===== config.mk =====
export PLATFORM = sky130hd
export DESIGN_NAME = switch_entry_sequencer
export DESIGN_NICKNAME = d
export VERILOG_FILES = /design/src/rtl/switch_entry_sequencer.sv
export SDC_FILE = /design/constraint.sdc
export NUM_CORES = 1
export LEC_CHECK = 0
export ABC_AREA = 0
export CAP_MARGIN = 30
export CORE_MARGIN = 8
export CORE_UTILIZATION = 45
export DETAILED_ROUTE_END_ITERATION = 6
export HOLD_SLACK_MARGIN = 0.1
export PLACE_DENSITY = 0.87
export SKIP_LAST_GASP = 1
export SLEW_MARGIN = 20
export SYNTH_ARGS = -nofsm -noshare
export SYNTH_HDL_FRONTEND = slang
export SYNTH_SLANG_ARGS = --single-unit

===== constraint.sdc =====
create_clock -name clk -period 1.9 [get_ports clk]
set_input_delay 0.285 -clock clk [delete_from_list [all_inputs] [get_ports clk]]
set_output_delay 0.285 -clock clk [all_outputs]
set_load 0.05 [all_outputs]

===== src/rtl/switch_entry_sequencer.sv =====
// Switch entry sequencer: debounced ENTER/COMMIT keys assemble a WIDTH-bit word from
// nibbles and write it to a register file over req/ack. Optional macro: SEQ_ADDR_AUTOINC_EN.
module switch_entry_sequencer #(
    parameter int WIDTH    = 16,
    parameter int ADDR_W   = 5,
    parameter int DEBOUNCE = 4
) (
    input  logic                          clk,
    input  logic                          reset,
    input  logic [3:0]                    sw_nibble,
    input  logic [ADDR_W-1:0]             sw_addr,
    input  logic                          key_enter,
    input  logic                          key_commit,
    output logic                          wr_req,
    output logic [ADDR_W-1:0]             wr_addr,
    output logic [WIDTH-1:0]              wr_data,
    input  logic                          wr_ack,
    output logic [WIDTH-1:0]              word_preview,
    output logic [$clog2(WIDTH/4):0]      nib_cnt,
    output logic                          full,
    output logic                          busy,
    output logic                          done,
    output logic [1:0]                    dbg_state
);

    localparam int NC_W  = $clog2(WIDTH/4) + 1;
    localparam int DB_W  = $clog2(DEBOUNCE + 1);
    localparam int NIB_N = WIDTH / 4;

    typedef enum logic [1:0] {
        S_IDLE    = 2'd0,
        S_COLLECT = 2'd1,
        S_REQ     = 2'd2,
        S_DONE    = 2'd3
    } state_t;

    // Handshake: wr_req rises the cycle after COMMIT is accepted and stays high with
    // wr_addr/wr_data frozen until wr_ack is sampled high; wr_ack is ignored otherwise.

    logic [1:0] key_raw;
    logic [1:0] key_lvl;
    logic [1:0] key_ev;

    assign key_raw = {key_commit, key_enter};

    // Index 0 is ENTER, index 1 is COMMIT.
    for (genvar k = 0; k < 2; k++) begin : g_key
        logic            s1_q, s2_q;
        logic            lvl_q, lvl_d;
        logic            ev_q, ev_d;
        logic [DB_W-1:0] cnt_q, cnt_d;

        always_comb begin
            lvl_d = lvl_q;
            ev_d  = 1'b0;
            cnt_d = '0;
            if (s2_q != lvl_q) begin
                if (cnt_q == DB_W'(DEBOUNCE - 1)) begin
                    lvl_d = s2_q;
                    ev_d  = s2_q;
                end else begin
                    cnt_d = cnt_q + DB_W'(1);
                end
            end
        end

        always_ff @(posedge clk) begin
            if (reset) begin
                s1_q  <= 1'b0;
                s2_q  <= 1'b0;
                lvl_q <= 1'b0;
                ev_q  <= 1'b0;
                cnt_q <= '0;
            end else begin
                s1_q  <= key_raw[k];
                s2_q  <= s1_q;
                lvl_q <= lvl_d;
                ev_q  <= ev_d;
                cnt_q <= cnt_d;
            end
        end

        assign key_lvl[k] = lvl_q;
        assign key_ev[k]  = ev_q;
    end

    state_t            state_q, state_d;
    logic [WIDTH-1:0]  word_q, word_d;
    logic [NC_W-1:0]   nib_cnt_q, nib_cnt_d;
    logic [ADDR_W-1:0] wr_addr_q, wr_addr_d;
    logic [WIDTH-1:0]  wr_data_q, wr_data_d;
    logic              full_w;

    assign full_w = (nib_cnt_q == NC_W'(NIB_N));

`ifdef SEQ_ADDR_AUTOINC_EN
    logic [ADDR_W-1:0] addr_cnt_q, addr_cnt_d;

    always_ff @(posedge clk) begin
        if (reset) begin
            addr_cnt_q <= '0;
        end else begin
            addr_cnt_q <= addr_cnt_d;
        end
    end
`endif

    always_comb begin
        state_d   = state_q;
        word_d    = word_q;
        nib_cnt_d = nib_cnt_q;
        wr_addr_d = wr_addr_q;
        wr_data_d = wr_data_q;
`ifdef SEQ_ADDR_AUTOINC_EN
        addr_cnt_d = addr_cnt_q;
`endif
        case (state_q)
            S_IDLE, S_COLLECT: begin
                // COMMIT has priority; a coincident ENTER event is discarded.
                if (key_ev[1]) begin
`ifdef SEQ_ADDR_AUTOINC_EN
                    if (key_lvl[0]) begin
                        addr_cnt_d = sw_addr;
                    end else if (state_q == S_COLLECT) begin
                        wr_addr_d = addr_cnt_q;
                        wr_data_d = word_q;
                        state_d   = S_REQ;
                    end
`else
                    if (state_q == S_COLLECT) begin
                        wr_addr_d = sw_addr;
                        wr_data_d = word_q;
                        state_d   = S_REQ;
                    end
`endif
                end else if (key_ev[0] && !full_w) begin
                    word_d    = (word_q << 4) | WIDTH'(sw_nibble);
                    nib_cnt_d = nib_cnt_q + NC_W'(1);
                    state_d   = S_COLLECT;
                end
            end
            S_REQ: begin
                if (wr_ack) begin
                    state_d = S_DONE;
                end
            end
            S_DONE: begin
                word_d    = '0;
                nib_cnt_d = '0;
                state_d   = S_IDLE;
`ifdef SEQ_ADDR_AUTOINC_EN
                addr_cnt_d = addr_cnt_q + ADDR_W'(1);
`endif
            end
            default: begin
                state_d = S_IDLE;
            end
        endcase
    end

    always_ff @(posedge clk) begin
        if (reset) begin
            state_q   <= S_IDLE;
            word_q    <= '0;
            nib_cnt_q <= '0;
            wr_addr_q <= '0;
            wr_data_q <= '0;
        end else begin
            state_q   <= state_d;
            word_q    <= word_d;
            nib_cnt_q <= nib_cnt_d;
            wr_addr_q <= wr_addr_d;
            wr_data_q <= wr_data_d;
        end
    end

    assign wr_req       = (state_q == S_REQ);
    assign wr_addr      = wr_addr_q;
    assign wr_data      = wr_data_q;
    assign word_preview = word_q;
    assign nib_cnt      = nib_cnt_q;
    assign full         = full_w;
    assign busy         = (state_q == S_REQ) || (state_q == S_DONE);
    assign done         = (state_q == S_DONE);
    assign dbg_state    = state_q;

endmodule


==> results of run 1 <==
==> kinds of logic after synthesis <==
family | Yosys count | synth area share [%]
AOI/OAI and AO/OA | 33 | 8.960
xor gates and xnor gates | 2 | 0.8420
adders and majority gates | 6 | 3.608
buffers and inverters | 21 | 5.713
DFF | 56 | 53.88
muxes | 14 | 6.735
and+or+nand+nor | 93 | 20.27
==> worst max-delay path by stage <==
stage          cells past startpoint              from               end
6_report                           1  word_preview[14]  word_preview[14]
5_1_grt                            1  word_preview[14]  word_preview[14]
4_1_cts                            1  word_preview[14]  word_preview[14]
3_5_place_dp                       5             reset   word_preview[9]
3_3_place_gp                       4      dbg_state[0]        wr_addr[2]
2_1_floorplan                      7        nib_cnt[0]  word_preview[11]
==> power groups by stage <==
stage	combinational, uW	sequential (uW)	clock, uW
after floorplan	24.5	1210	0
after global placement	59.1	1210	0
after detailed placement	59.4	1210	0
after CTS	59.7	1180	645
after global routing	64.8	1180	698
final	59.6	1180	631
==> state kept, by name (all words and copies together) (netlist names), 3 cells and up <==
| signal | flops |
|---|---|
| nib_cnt | 3 |
| g_key.cnt_q | 6 |
| word_preview | 16 |
| wr_data | 16 |
| wr_addr | 5 |
==> final cells by class <==
cell class / count / area, um2 / area share [%]
flip-flops and latches: 56 / 1124 / 40.09
multi-input cells: 148 / 843.3 / 30.09
repair buffers: 66 / 663.1 / 23.66
clock buffers: 6 / 72.57 / 2.589
well taps: 52 / 65.06 / 2.321
inverters: 7 / 26.28 / 0.9375
clock inverters: 1 / 8.758 / 0.3125
==> stage by stage <==
step | setup WS [ns] | hold slack, ns
after floorplan | 0.02202 | 0.3990
after global placement | 0.3524 | 0.4089
after CTS | 0.05296 | 0.4279
final | 0.06390 | 0.4263
after detailed placement | 0.3323 | 0.4145
after global routing | 0.02722 | 0.4542
==> routing by layer <==
metal  part of all wire, %  GRT usage (%)  wire length, um
met5                     0              0                0
met3                   5.5          5.176              265
met2                    49          23.79             2353
met1                    45          15.88             2171
met4                  0.99          5.338               48
==> synthesized netlist by cell type <==
library cell,count
nand2_1,60
dfxtp_1,56
a21oi_1,25
mux2i_1,14
nor2_1,10
inv_1,7
nand4_1,7
buf_2,6
ha_1,6
clkbuf_1,5
nor2b_1,5
o21ai_0,5
and2_1,2
buf_12,2
nor4bb_1,2
or3_1,2
xnor2_1,2
a211oi_4,1
a31o_2,1
and2_4,1
and3b_1,1
buf_1,1
nand3b_1,1
nor3b_1,1
o31ai_1,1
or2_2,1
==> results_dict.tcl, run 1 <==
set metrics [dict create \
    worstSetupStartpointType "register" \
    post_cts_buffers 0 \
    min-delay-start "g_key[1].cnt_q[0]" \
    fmax_mhz 544.6 \
    synthDominantCellAreaShare_pct 53.88 \
    swShare_pct 21.42 \
    ant_nets 0 \
    area.growth.synth_to_final_pct 34.70 \
    crit_buf_inv 1 \
    rsz0062_at_grt "false" \
    yosys.area.top_type "dfxtp_1" \
    path_clk_slew_ns 0.10 \
    ys_seq_area_share_pct 53.88 \
    cts_resized 0 \
    p_total_uw 1871 \
    die_h_um 84 \
    io-pin-count 60 \
    final_cells 336 \
    gp_congestion 0.7804 \
    cts_sinks 56 \
    grt_first_pass_wirelength_um 8190 \
    fp.dieW_um 84 \
    row_count 24 \
    dp.cells 329 \
    dr.pass1.iters 5 \
    clockRootBuffer "clkbuf_8" \
    power_switching_uw 400.6 \
    syn_area_mm2 0.002081 \
    clkLatencyLatePin_ns 0.31 \
    path_class "reg -> out" \
    grt_max_degree 24 \
    n_antenna_cell 0 \
    syn_inst 225 \
    hold_buffers 0 \
    fin_skew_ns 0.008786 \
    cp.arrival_ns 1.55 \
    period_minus_slack_ns 1.836 \
    dp_hpwl_um 3572 \
    syn-num-nets 245 \
    viasPerCell 5.030 \
    worst-path-max-fanout 3 \
    p_int_uw 1470 \
    routed_wl_um 4839 \
    drt_iter0_drc 138 \
    r2r-end "word_preview[4]" \
    clkPwrFrac_pct 33.7 \
    h-tree-depth 2 \
    drv_slew 0 \
    relSlewSlack_pct 59.70 \
    tritoncts "built" \
    hold_depth 1 \
    r2r_slack_ns 0.33 \
    globalRouteTotalUtil_pct 14.17 \
    numPortBuffers 59 \
    critical_path.slowest_cell "clkdlybuf4s50_1" \
    end_kind "output port" \
    power_leakage_uw 0.0009740 \
    final_net_count 304 \
    antenna_found_initial 0 \
    synth_area_leaders "dfxtp_1 (54%), nand2_1 (11%), mux2i_1 (6.7%)" \
    via_count 1690 \
    utilization_pct 63.49 \
    yosysUniqueCellTypes 26 \
    tightest_slew_ns 0.6045 \
    synth-seq-cells 56 \
    nFillCells 379 \
    start_util_pct 47.14 \
    rr_worst_depth 5 \
    worstPathCellList "clkdlybuf4s50_1" \
    fin_setup_tns_ns 0 \
    r2r_start "nib_cnt[0]" \
    seqPwrFrac_pct 63.1 \
    crit_required_ns 1.62 \
    hold_viol_final 0 \
    yosysWarningCount 0 \
    layout_common_cells "nand2_1 (60), dfxtp_1 (54), clkdlybuf4s50_1 (52), a21oi_1 (25), mux2i_1 (14)" \
    combPwrFrac_pct 3.2 \
    status "finished clean" \
    dieArea_mm2 0.007056 \
    coreArea_mm2 0.004414 \
    syn_area_per_cell_um2 9.248 \
    layout_commonest_cell "nand2_1" \
    final_area_mm2 0.002803 \
    grt_overflow 0 \
    powerDensity_mw_per_mm2 667.4 \
    drv_cap 0 \
    placed_area_mm2 0.002721 \
    final-setup-viol-count 0 \
    cp_slowest_stage_delay_ns 0.83 \
    cts_buffers 5 \
    routedWlPerCell_um 14.40 \
    grt_pass1_vias 1692 \
    ir_worst_vdd_v 0.0005738 \
    path_delay_family "buffers and inverters" \
    fin_crit_sh_pct 96.64 \
    drc 0 \
    hold_class "reg -> reg" \
    clockBufferDepth 2 \
    hold_end "g_key[1].cnt_q[0]" \
    drive_gt1_share_pct 9.507 \
]
Power figures use the tool's default switching activity.
==> inputs of run 2 (changes only) <==
--- a/config.mk
+++ b/config.mk
@@ -6,8 +6,7 @@
 export NUM_CORES = 1
 export LEC_CHECK = 0
 export ABC_AREA = 0
-export CAP_MARGIN = 30
-export CORE_MARGIN = 8
+export CAP_MARGIN = 20
 export CORE_UTILIZATION = 45
 export DETAILED_ROUTE_END_ITERATION = 6
 export HOLD_SLACK_MARGIN = 0.1
==> run 2 against run 1 <==
Net effect:
- setup slack better by 0.024 ns
- design area up 0.80%
- die area is 31% lower
- critical path type unchanged
- largest power group unchanged
==> results_dict.tcl, run 2 (synthesis results as in run 1) <==
set metrics [dict create \
    status "finished clean" \
    grt_first_pass_wirelength_um 6810 \
    clockRootBuffer "clkbuf_8" \
    final_net_count 303 \
    ant_nets 0 \
    routedWlPerCell_um 12.19 \
    area.growth.synth_to_final_pct 35.78 \
    layout_commonest_cell "nand2_1" \
    crit_required_ns 1.62 \
    h-tree-depth 2 \
    r2r_slack_ns 0.33 \
    drv_cap 0 \
    cp_slowest_stage_delay_ns 0.82 \
    path_clk_slew_ns 0.10 \
    gp_congestion 0.7842 \
    hold_slack_ns 0.4184 \
    tritoncts "built" \
    fp.dieW_um 70 \
    numPortBuffers 59 \
    clockBufferDepth 2 \
    end_kind "output port" \
    die_h_um 70 \
    hold_viol_final 0 \
    utilization_pct 64.00 \
    fin_crit_sh_pct 95.40 \
    relSlewSlack_pct 65.69 \
    antenna_found_initial 0 \
    dr.pass1.iters 4 \
    fin_ws_ns 0.08741 \
    layout_common_cells "nand2_1 (60), dfxtp_1 (54), clkdlybuf4s50_1 (52), a21oi_1 (24), mux2i_1 (14)" \
    hold_buffers 0 \
    dpl_worst_slack_ns 0.2937 \
    ir_worst_vdd_v 0.0003813 \
    io-pin-count 60 \
    r2r_start "nib_cnt[0]" \
    critical_path.slowest_cell "clkdlybuf4s50_1" \
    crit_cells 1 \
    routed_wl_um 4096 \
    drc 0 \
    final-setup-viol-count 0 \
    startpoint "word_preview[14]" \
    post_cts_buffers 0 \
    n_antenna_cell 0 \
    power_leakage_uw 0.0009821 \
    rr_worst_depth 5 \
    drv_slew 0 \
    cts_sinks 56 \
    placed_area_mm2 0.002718 \
    worstSetupStartpointType "register" \
    coreArea_mm2 0.004414 \
    start_util_pct 47.14 \
    tightest_slew_ns 0.5131 \
    period_minus_slack_ns 1.813 \
    fmax_mhz 551.7 \
    path_class "reg -> out" \
    row_count 24 \
    worst-path-max-fanout 3 \
    drive_gt1_share_pct 9.859 \
    worstPathCellList "clkdlybuf4s50_1" \
    drt_iter0_drc 82 \
    crit_buf_inv 1 \
    grt_overflow 0 \
    rsz0062_at_grt "false" \
    dieArea_mm2 0.004900 \
    hold_depth 1 \
    globalRouteTotalUtil_pct 17.55 \
    fin_setup_tns_ns 0 \
    cts_buffers 5 \
    fin_skew_ns 0.009425 \
    hold_end "g_key[0].cnt_q[0]" \
    path_delay_family "buffers and inverters" \
    min-delay-start "g_key[0].cnt_q[0]" \
    hold_class "reg -> reg" \
    dp_hpwl_um 2957 \
    viasPerCell 4.949 \
    grt_pass1_vias 1453 \
    clkLatencyLatePin_ns 0.30 \
    final_area_mm2 0.002825 \
    via_count 1663 \
    grt_max_degree 24 \
    cp.arrival_ns 1.53 \
    r2r-end "word_preview[13]" \
    powerDensity_mw_per_mm2 702.6 \
    cts_resized 0 \
]
[run 2: cell count changes in the layout (fill, tap and decap cells not counted)]
cell | previous run | this run
a21oi_1 | 25 | 24
a21oi_2 | 0 | 1
buf_4 | 11 | 10
bufinv_16 | 0 | 1
clkinv_2 | 0 | 1
inv_6 | 1 | 0
[run 2: area by class of cell]
cell class	instances	area [um2]
clock buffer	6	72.57
sequential	56	1124
inverter	7	26.28
tap	52	65.06
fill	365	1589
timing repair buffer	65	655.6
multi-input combinational	148	847.1
clock inverter	2	35.03
[run 2: how the worst max path moves through the flow]
stage / slack [ns] / to
after floorplan: 0.02 / word_preview[11]
after global placement: 0.35 / g_key[0].cnt_q[1]
after detailed placement: 0.29 / g_key[0].cnt_q[1]
after CTS: 0.08 / word_preview[14]
after global routing: 0.04 / word_preview[14]
final: 0.09 / word_preview[14]
[run 2: per-layer routing]
metal / up-vias / global-route usage (%) / share of wire (%)
met5: - / 0 / 0
met4: 0 / 6.000 / 1.2
met3: 5 / 4.329 / 4.8
met2: 47 / 28.21 / 47
met1: 759 / 23.01 / 47
li1: 852 / - / -
[run 2: where the power goes]
part,internal (uW),switching (uW),leakage (uW)
logic,33.4,26.1,0.000474
registers,1180,2.39,0.000453
clock network,392,354,0.0000552
total,1600,382,0.000982
[run 2: per-stage QoR]
stage	std cells	power, uW
final	336	1985
after global routing	336	2058
after CTS	336	2003
after floorplan	225	1232
after detailed placement	328	1268
after global placement	328	1266
